### src/rtl/intr_pkg.sv
// Shared definitions for the interrupt acknowledge sequencer: FSM states,
// level count and the processor-priority mask.
package intr_pkg;

    localparam int NUM_LEVELS = 8;

    typedef enum logic [1:0] {
        IDLE    = 2'd0,
        GRANT   = 2'd1,
        PRESENT = 2'd2
    } state_t;

    // Bits strictly above the processor priority; level 7 masks everything.
    function automatic logic [NUM_LEVELS-1:0] ipl_mask(input logic [2:0] ipl);
        logic [3:0] sh;
        sh = {1'b0, ipl} + 4'd1;
        return {NUM_LEVELS{1'b1}} << sh;
    endfunction

endpackage

### src/rtl/intr_prio_encoder.sv
// Combinational arbiter: highest bus request strictly above the processor
// priority, as a one-hot grant, an any-above flag and a 3-bit level index.
module intr_prio_encoder
    import intr_pkg::*;
(
    input  logic [2:0]            i_ipl,
    input  logic [NUM_LEVELS-1:0] i_br,
    output logic [NUM_LEVELS-1:0] o_onehot,
    output logic                  o_any,
    output logic [2:0]            o_index
);

    logic [NUM_LEVELS-1:0] w_hot;

    assign w_hot = i_br & ipl_mask(i_ipl);
    assign o_any = |w_hot;

    // NOTE: every output of a combinational block gets a default first, so no
    // path leaves it unassigned and no latch is inferred.
    always_comb begin
        o_index  = 3'd0;
        o_onehot = '0;
        // Ascending scan: the last hit is the highest level.
        for (int i = 0; i < NUM_LEVELS; i++) begin
            if (w_hot[i]) begin
                o_index = 3'(i);
            end
        end
        if (o_any) begin
            o_onehot[o_index] = 1'b1;
        end
    end

endmodule

### src/rtl/intr_sequencer.sv
// Interrupt acknowledge sequencer: grants one bus-request level at an
// instruction boundary, collects the device vector and presents it to the CPU.
module intr_sequencer
    import intr_pkg::*;
#(
    parameter int TIMEOUT = 15
) (
    input  logic                  clk,
    input  logic                  reset_n,
    input  logic [2:0]            ipl,
    input  logic [NUM_LEVELS-1:0] br,
    input  logic                  poll,
    input  logic                  ack,
    input  logic [7:0]            vec_in,
    input  logic                  taken,
    output logic [NUM_LEVELS-1:0] bg,
    output logic                  int_req,
    output logic [15:0]           int_vector,
    output logic [2:0]            int_level,
    output logic                  passive
);

    localparam int                CNT_W    = $clog2(TIMEOUT + 1);
    localparam logic [CNT_W-1:0]  CNT_LAST = CNT_W'(TIMEOUT - 1);

    state_t                r_state,   w_state_nx;
    logic [NUM_LEVELS-1:0] r_bg,      w_bg_nx;
    logic                  r_int_req, w_int_req_nx;
    logic [7:0]            r_vec,     w_vec_nx;
    logic [2:0]            r_level,   w_level_nx;
    logic                  r_passive, w_passive_nx;
    logic [CNT_W-1:0]      r_cnt,     w_cnt_nx;

    logic [NUM_LEVELS-1:0] w_win_onehot;
    logic                  w_win_any;
    logic [2:0]            w_win_index;

    intr_prio_encoder u_prio (
        .i_ipl    (ipl),
        .i_br     (br),
        .o_onehot (w_win_onehot),
        .o_any    (w_win_any),
        .o_index  (w_win_index)
    );

    always_comb begin
        w_state_nx   = r_state;
        w_bg_nx      = r_bg;
        w_int_req_nx = r_int_req;
        w_vec_nx     = r_vec;
        w_level_nx   = r_level;
        w_cnt_nx     = r_cnt;
        w_passive_nx = 1'b0;
        unique case (r_state)
            IDLE: begin
                if (poll && w_win_any) begin
                    w_bg_nx    = w_win_onehot;
                    w_level_nx = w_win_index;
                    w_cnt_nx   = '0;
                    w_state_nx = GRANT;
                end
            end
            GRANT: begin
                // An answer in the last timeout cycle still wins.
                if (ack) begin
                    w_vec_nx     = vec_in;
                    w_bg_nx      = '0;
                    w_int_req_nx = 1'b1;
                    w_state_nx   = PRESENT;
                end else if (r_cnt == CNT_LAST) begin
                    w_bg_nx      = '0;
                    w_passive_nx = 1'b1;
                    w_state_nx   = IDLE;
                end else begin
                    w_cnt_nx = r_cnt + CNT_W'(1);
                end
            end
            PRESENT: begin
                if (taken) begin
                    w_int_req_nx = 1'b0;
                    w_state_nx   = IDLE;
                end
            end
            default: w_state_nx = IDLE;
        endcase
    end

    // NOTE: state registers use non-blocking assignments so every register
    // samples pre-edge values, independent of statement order.
    always_ff @(posedge clk or negedge reset_n) begin
        if (!reset_n) begin
            r_state   <= IDLE;
            r_bg      <= '0;
            r_int_req <= 1'b0;
            r_vec     <= '0;
            r_level   <= '0;
            r_passive <= 1'b0;
            r_cnt     <= '0;
        end else begin
            r_state   <= w_state_nx;
            r_bg      <= w_bg_nx;
            r_int_req <= w_int_req_nx;
            r_vec     <= w_vec_nx;
            r_level   <= w_level_nx;
            r_passive <= w_passive_nx;
            r_cnt     <= w_cnt_nx;
        end
    end

    assign bg         = r_bg;
    assign int_req    = r_int_req;
    assign int_vector = {6'b0, r_vec, 2'b00};
    assign int_level  = r_level;
    assign passive    = r_passive;

endmodule

### config.mk
export PLATFORM = sky130hd
export DESIGN_NAME = intr_sequencer
export DESIGN_NICKNAME = d
export VERILOG_FILES = /design/src/rtl/intr_pkg.sv /design/src/rtl/intr_prio_encoder.sv /design/src/rtl/intr_sequencer.sv
export SDC_FILE = /design/constraint.sdc
export NUM_CORES = 1
export LEC_CHECK = 0
export CAP_MARGIN = 20
export CORE_ASPECT_RATIO = 0.5
export CORE_UTILIZATION = 48
export CTS_CLUSTER_DIAMETER = 60
export DETAILED_ROUTE_END_ITERATION = 7
export HOLD_SLACK_MARGIN = 0.03
export MAX_ROUTING_LAYER = met4
export PLACE_DENSITY = 0.95
export SYNTH_ARGS = -nofsm -noshare
export SYNTH_HDL_FRONTEND = slang
export SYNTH_HIERARCHICAL = 1
export SYNTH_SLANG_ARGS = --single-unit
### constraint.sdc
create_clock -name clk -period 2.4 [get_ports clk]
set_clock_uncertainty 0.05 [all_clocks]
set_input_delay 0.24 -clock clk [delete_from_list [all_inputs] [get_ports clk]]
set_output_delay 0.24 -clock clk [all_outputs]
set_load 0.01 [all_outputs]
==> results.sh, run 1 <==
export IMPL_core_area_um2=2781
export IMPL_ys_seq_area_frac=0.4455
export IMPL_finalSetupViolCount=0
export IMPL_fmax_mhz=439.1
export IMPL_routed_wirelength_um=4056
export IMPL_synth_edff_count=0
export IMPL_wl_per_cell_um=16.90
export IMPL_gp_congestion=0.7998
export IMPL_grt_first_pass_wirelength_um=6389
export IMPL_die_area_um2=3402
export IMPL_antenna_cells=0
export IMPL_synth_common_cells="27 x dfrtp_1, 11 x mux2_2, 11 x nand2_1"
export IMPL_async_flop_share=1.000
export IMPL_seq_power_share=0.392
export IMPL_dp_cells=233
export IMPL_cts_htree_levels=1
export IMPL_io_buffers=44
export IMPL_pre_cts_ws_ns=-0.5124
export IMPL_yosys_area_share_simple=0.1741
export IMPL_yosys_warnings=6
export IMPL_critPathBufInv=3
export IMPL_hold_path_class="input pin to asynchronous set/reset pin"
export IMPL_ioPinCount=53
export IMPL_overflow=0
export IMPL_drive_above_1_share=0.2315
export IMPL_synthXorXnorAreaFrac=0.01155
export IMPL_syn_inst=139
export IMPL_synthAdderAreaFrac=0.04125
export IMPL_combPwrFrac=0.471
export IMPL_pwr_share_clk=0.138
export IMPL_cts_tree="done"
export IMPL_cpPeakStageDelay_ns=0.34
export IMPL_ys_seq_elements=27
export IMPL_fin_cells=240
export IMPL_powerDensity_nw_per_um2=871.3
export IMPL_slew_violations=0
export IMPL_setup_worst_path_end_class="register"
export IMPL_power_w=0.001886
export IMPL_rows=13
export IMPL_firstDrtPassIters=5
export IMPL_ant_nets=0
export IMPL_cp_slowest_cell="ha_1"
export IMPL_die_width_um=81.49
export IMPL_grt_pass1_vias=1410
export IMPL_synth_top_area_share=0.4455
export IMPL_setup_worst_path_start_class="input pin"
export IMPL_yosysMostFrequentCell="dfrtp_1"
export IMPL_drtIter0Drc=61
export IMPL_p_sw_frac=0.3444
export IMPL_hpwl_um=2861
export IMPL_clk_pin_slew_ns=0.09
export IMPL_antenna_found_initial=0
export IMPL_crit_required_ns=2.55
export IMPL_clock_latency_ns=0.28
export IMPL_critPathMaxFanout=7
export IMPL_nNetsFinal=233
export IMPL_crit_type="input pin to register"
export IMPL_outcome="finished, final reports clean"
export IMPL_synth_top_family_by_area="simple AND/OR/NAND/NOR gates"
export IMPL_yosysTopAreaCell="dfrtp_1"
export IMPL_rsz0062_at_grt="no"
export IMPL_synthFlopType="dfrtp_1"
export IMPL_setup_ws_ns=0.1225
export IMPL_netlist_area_um2=1516
export IMPL_grt_use_total=0.2597
export IMPL_clk_path_buf_depth=2
export IMPL_intPower_w=0.001236
export IMPL_finalHoldViolations=0
export IMPL_avgSynthCellArea_um2=10.91
export IMPL_yosysUniqueCellTypes=41
export IMPL_cp_cell_sequence="dlygate4sd2_1, inv_1, ha_1, a22oi_4, o211ai_1, a32oi_2, nand2b_2, nand2b_1, and4bb_4, buf_4, nand2b_1, mux2i_1"
export IMPL_path_common_cell="nand2b_1"
export IMPL_yosys_top_cells_area="dfrtp_1 45%, mux2_2 8.2%, a22o_1 4.6%, buf_4 4.5%, ha_1 4.1%"
export IMPL_p_sw_w=0.0006496
export IMPL_drv_cap=0
export IMPL_vias=1323
export IMPL_drc=0
export IMPL_clock_root_buffer="clkbuf_8"
export IMPL_fin_crit_sh=0.9490
export IMPL_cp_top_family="simple AND/OR/NAND/NOR gates"
export IMPL_arrival_ns=2.42
export IMPL_vias_per_cell=5.513
export IMPL_ir_worst_vdd_uv=568.4
export IMPL_period_minus_slack_ns=2.277
export IMPL_p_leak_nw=0.9646
export IMPL_synth_mux_area_frac=0.08828
export IMPL_start_util=0.5452
export IMPL_syn2layout_area_growth_pct=42.74
export IMPL_die_h_um=41.75
export IMPL_cts_sinks=27
export IMPL_numCtsBuffers=3
export IMPL_synth_compound_area_frac=0.1650
export IMPL_grt_max_degree=28
## timing repair
action,CTS,global route
hold buffers,0,0
gates cloned,1,0
buffers inserted,1,1
setup endpoints to repair,16,14
resized for setup,3,3
pin swaps,3,0
## cell families (layout without fill, tap and decap cells)
logic type | count (synthesis) | in the layout
and+or+nand+nor | 46 | 47
buffers and inverters | 18 | 74
other | 1 | 8
adders and majority gates | 5 | 5
AOI/OAI and AO/OA | 28 | 28
DFF | 27 | 27
xor gates and xnor gates | 2 | 2
muxes | 12 | 12
## power by group through the flow
stage	registers (W)	logic (W)	clock network [W]
floorplan	0.000767	0.000395	0
global placement	0.000716	0.000809	0
detailed placement	0.000731	0.000845	0
CTS	0.000730	0.000871	0.000264
global route	0.000755	0.000946	0.000278
finish	0.000739	0.000888	0.000260
## cells in the final DEF, fill, tap and decap left out, types with 2 or more instances in the layout
cell type        Yosys  routed
o21ai_2              2       2
nand3_1              6       6
dfrtp_1             27      27
mux2_2              11      11
nor3b_1              3       3
a221o_1              2       2
o211ai_1             3       3
nor2_1               7       7
clkdlybuf4s50_1      0      42
nand2_1             11      11
o21ai_0              2       2
inv_1                8       8
and2_1               2       2
conb_1               1       8
ha_1                 5       4
nand2b_1             2       2
a22o_1               8       8
buf_4                9      18
clkbuf_8             0       3
a21oi_1              4       3
nor2b_1              4       4
## worst reg2reg max path, cell delays in order, from the launching register on
cell     delay (ns)
dfrtp_1        0.49
or3b_4         0.48
nor2_1         0.27
mux2i_1        0.24
## final cells by class
class                           count  area [um2]
Tap cell                           37       46.29
Sequential cell                    27       675.6
Inverter                            8       30.03
Timing Repair Buffer               62       576.8
Multi-Input combinational cell    102       790.8
Clock buffer                        4       45.04
Fill cell                         170       616.8
## routing by layer
metal  global-route usage  vias up  routed length [um]
li1                     -      606                   -
met1               0.2859      658                1691
met2               0.4483       47                2085
met3              0.05495       12                 179
met4               0.1214        0                 100
met5                    -        -                   0
## per-stage QoR
stage | utilization | cell area (um2) | hold slack (ns) | setup TNS (ns)
final | 0.7782 | 2165 | 0.2804 | 0
after global routing | 0.7782 | 2165 | 0.3252 | 0
after CTS | 0.7701 | 2142 | 0.2933 | 0
after detailed placement | 0.7445 | 2071 | 0.4302 | -6.650
after global placement | 0.7445 | 2071 | 0.4387 | -4.727
after floorplan | - | 1543 | -0.1056 | 0
## final timing paths
kind / from / endpoint / slack [ns] / cells past startpoint
setup reg to reg: r_state[1]$_DFFE_PN0P_ / r_cnt[1]$_DFFE_PN0P_ / 0.80 / 3
hold / removal: reset_n / int_level[0]$_DFFE_PN0P_ / 0.28 / 2
setup / recovery: ipl[0] / r_cnt[1]$_DFFE_PN0P_ / 0.12 / 12
min in group clk: bg[5]$_DFFE_PN0P_ / bg[5]$_DFFE_PN0P_ / 0.46 / 1
max in group asynchronous: reset_n / bg[2]$_DFFE_PN0P_ / 1.76 / 2
hold reg to reg: bg[5]$_DFFE_PN0P_ / bg[5]$_DFFE_PN0P_ / 0.46 / 1
## state kept, by name (all words and copies together), names as in the netlist
name and count:
bg 8, r_vec 8, int_req 1, passive 1, int_level 3, r_state 2, r_cnt 4
No activity file was read; power rests on OpenSTA's default activity.
==> run 2, diff against run 1 <==
==> constraint.sdc (replaced) <==
create_clock -name clk -period 2.4 [get_ports clk]
set_clock_uncertainty 0.05 [all_clocks]
set_input_delay 0.6 -clock clk [delete_from_list [all_inputs] [get_ports clk]]
set_output_delay 0.6 -clock clk [all_outputs]
set_load 0.01 [all_outputs]
==> run 2 against run 1 <==
Net effect: sequential cell count stayed put; sequential power is 0.7% lower; register-to-register slack hardly changed; first-iteration DRC count is 1.6% higher; design area is 1.0% higher; maximum frequency is 2.5% lower; setup slack worse by 0.060 ns; die area stayed put; global-route usage is 0.76 points lower; non-clock buffer count is 1 higher; clock power is 3% lower.
==> results.sh, run 2 (same netlist as run 1, synthesis figures left out) <==
export IMPL_crit_type="input pin to register"
export IMPL_firstDrtPassIters=4
export IMPL_fin_cells=241
export IMPL_r2r_end="r_cnt[3]$_DFFE_PN0P_"
export IMPL_vias_per_cell=5.556
export IMPL_most_common_layout_cells="39 x clkdlybuf4s50_1, 27 x dfrtp_1, 19 x buf_4"
export IMPL_cp_slowest_cell="a221o_1"
export IMPL_overflow=0
export IMPL_fin_crit_sh=0.9738
export IMPL_powerDensity_nw_per_um2=873.6
export IMPL_cts_sinks=27
export IMPL_die_area_um2=3402
export IMPL_critPathBufInv=1
export IMPL_antenna_found_initial=0
export IMPL_hold_start="bg[7]$_DFFE_PN0P_"
export IMPL_setup_worst_path_end_class="register"
export IMPL_core_area_um2=2781
export IMPL_outcome="finished, final reports clean"
export IMPL_die_h_um=41.75
export IMPL_hold_path_class="register to register"
export IMPL_vias=1339
export IMPL_ir_worst_vdd_uv=687.1
export IMPL_die_width_um=81.49
export IMPL_r2r_start="r_state[1]$_DFFE_PN0P_"
export IMPL_gp_congestion=0.8565
export IMPL_grt_use_total=0.2521
export IMPL_rows=13
export IMPL_nNetsFinal=234
export IMPL_worstRegToRegCells=3
export IMPL_dp_cells=232
export IMPL_hold_path_cell_count=1
export IMPL_grt_first_pass_wirelength_um=6106
export IMPL_cpPeakStageDelay_ns=0.38
export IMPL_drive_above_1_share=0.2647
export IMPL_period_minus_slack_ns=2.337
export IMPL_fmax_mhz=427.9
export IMPL_grt_max_degree=28
export IMPL_path_common_cell="nand2b_4"
export IMPL_cts_tree="done"
export IMPL_numCtsBuffers=3
export IMPL_clock_root_buffer="clkbuf_8"
export IMPL_slew_violations=0
export IMPL_ant_nets=0
export IMPL_r2r_slack_ns=0.80
export IMPL_critPathMaxFanout=6
export IMPL_setup_worst_path_start_class="input pin"
export IMPL_p_leak_nw=0.9749
export IMPL_start_util=0.5452
export IMPL_drtIter0Drc=62
export IMPL_clock_latency_ns=0.27
export IMPL_clk_pin_slew_ns=0.09
export IMPL_routed_wirelength_um=4034
export IMPL_tns_ns=0
export IMPL_cts_htree_levels=1
export IMPL_arrival_ns=2.44
export IMPL_finalHoldViolations=0
export IMPL_fillers=170
export IMPL_antenna_cells=0
export IMPL_drv_cap=0
export IMPL_layout_commonest_cell="clkdlybuf4s50_1"
export IMPL_finalSetupViolCount=0
export IMPL_hold_path_end="bg[7]$_DFFE_PN0P_"
export IMPL_drc=0
export IMPL_setup_worst_path_start="ipl[1]"
export IMPL_clk_path_buf_depth=2
export IMPL_syn2layout_area_growth_pct=44.22
export IMPL_grt_pass1_vias=1322
export IMPL_cp_cell_sequence="buf_2, ha_4, or2_1, o21ai_2, o21a_1, nand2b_4, nand2b_4, and4bb_4, a21oi_2, a221o_1"
export IMPL_hpwl_um=2564
export IMPL_wl_per_cell_um=16.74
export IMPL_io_buffers=44
export IMPL_ioPinCount=53
export IMPL_crit_required_ns=2.50
export IMPL_cp_top_family="simple AND/OR/NAND/NOR gates"
run 2: cell count changes in the layout (fill, tap and decap cells not counted), sizes merged:
cell	before	now
clkdlybuf4s50	42	39
clkbuf	4	5
dlygate4sd2	1	3
dlymetal6s2s	1	0
buf	18	20
run 2: routing by layer:
| layer | vias to the layer above | part of all wire | track usage |
|---|---|---|---|
| met1 | 664 | 0.42 | 0.2795 |
| met4 | 0 | 0.026 | 0.1143 |
| met5 | - | 0 | - |
| li1 | 614 | - | - |
| met3 | 12 | 0.041 | 0.04615 |
| met2 | 49 | 0.51 | 0.4400 |
run 2: how the worst max path moves through the flow:
stage	depth (start not counted)	endpoint	slack [ns]
floorplan	10	int_level[1]$_DFFE_PN0P_	0.02
global placement	10	r_cnt[2]$_DFFE_PN0P_	-0.65
detailed placement	10	r_cnt[2]$_DFFE_PN0P_	-0.76
CTS	8	r_cnt[3]$_DFFE_PN0P_	0.08
global route	11	bg[3]$_DFFE_PN0P_	-0.009
finish	10	r_cnt[3]$_DFFE_PN0P_	0.06
run 2: worst register-to-register path, cell delays in order (launching register included):
cell and delay [ns]:
dfrtp_1 0.47, nor3b_1 0.45, a21oi_2 0.13, a221o_1 0.38
run 2: final cells by class:
class	instances	area, um2	share of cell area
Multi-Input combinational cell	102	818.3	0.3741
Tap cell	37	46.29	0.02117
Sequential cell	27	675.6	0.3089
Clock buffer	4	45.04	0.02059
Inverter	8	30.03	0.01373
Timing Repair Buffer	63	571.8	0.2614
run 2: stage by stage:
stage                     worst slack, ns  utilization  hold slack (ns)  power [W]  area [um2]
final                             0.06295       0.7863           0.4606   0.001911        2187
after global placement            -0.6528       0.7535           0.4375   0.001537        2096
after floorplan                   0.02158            -           0.2544   0.001171        1579
after global routing            -0.009114       0.7863           0.4794   0.002006        2187
after detailed placement          -0.7571       0.7535           0.4322   0.001573        2096
after CTS                         0.07715       0.7814           0.4646   0.001883        2173
run 2: power by group:
part,leakage [nW],internal [W],switching (W)
registers,0.342,0.000611,0.000123
logic,0.610,0.000521,0.000402
clock network,0.0228,0.000119,0.000134
run 2: repair_timing:
action                     4_1_cts  5_1_grt
pin swaps                        4        2
hold buffers                     0        0
gates cloned                     1        0
setup endpoints to repair       16       11
resized for setup               12        3
buffers inserted                 4        0
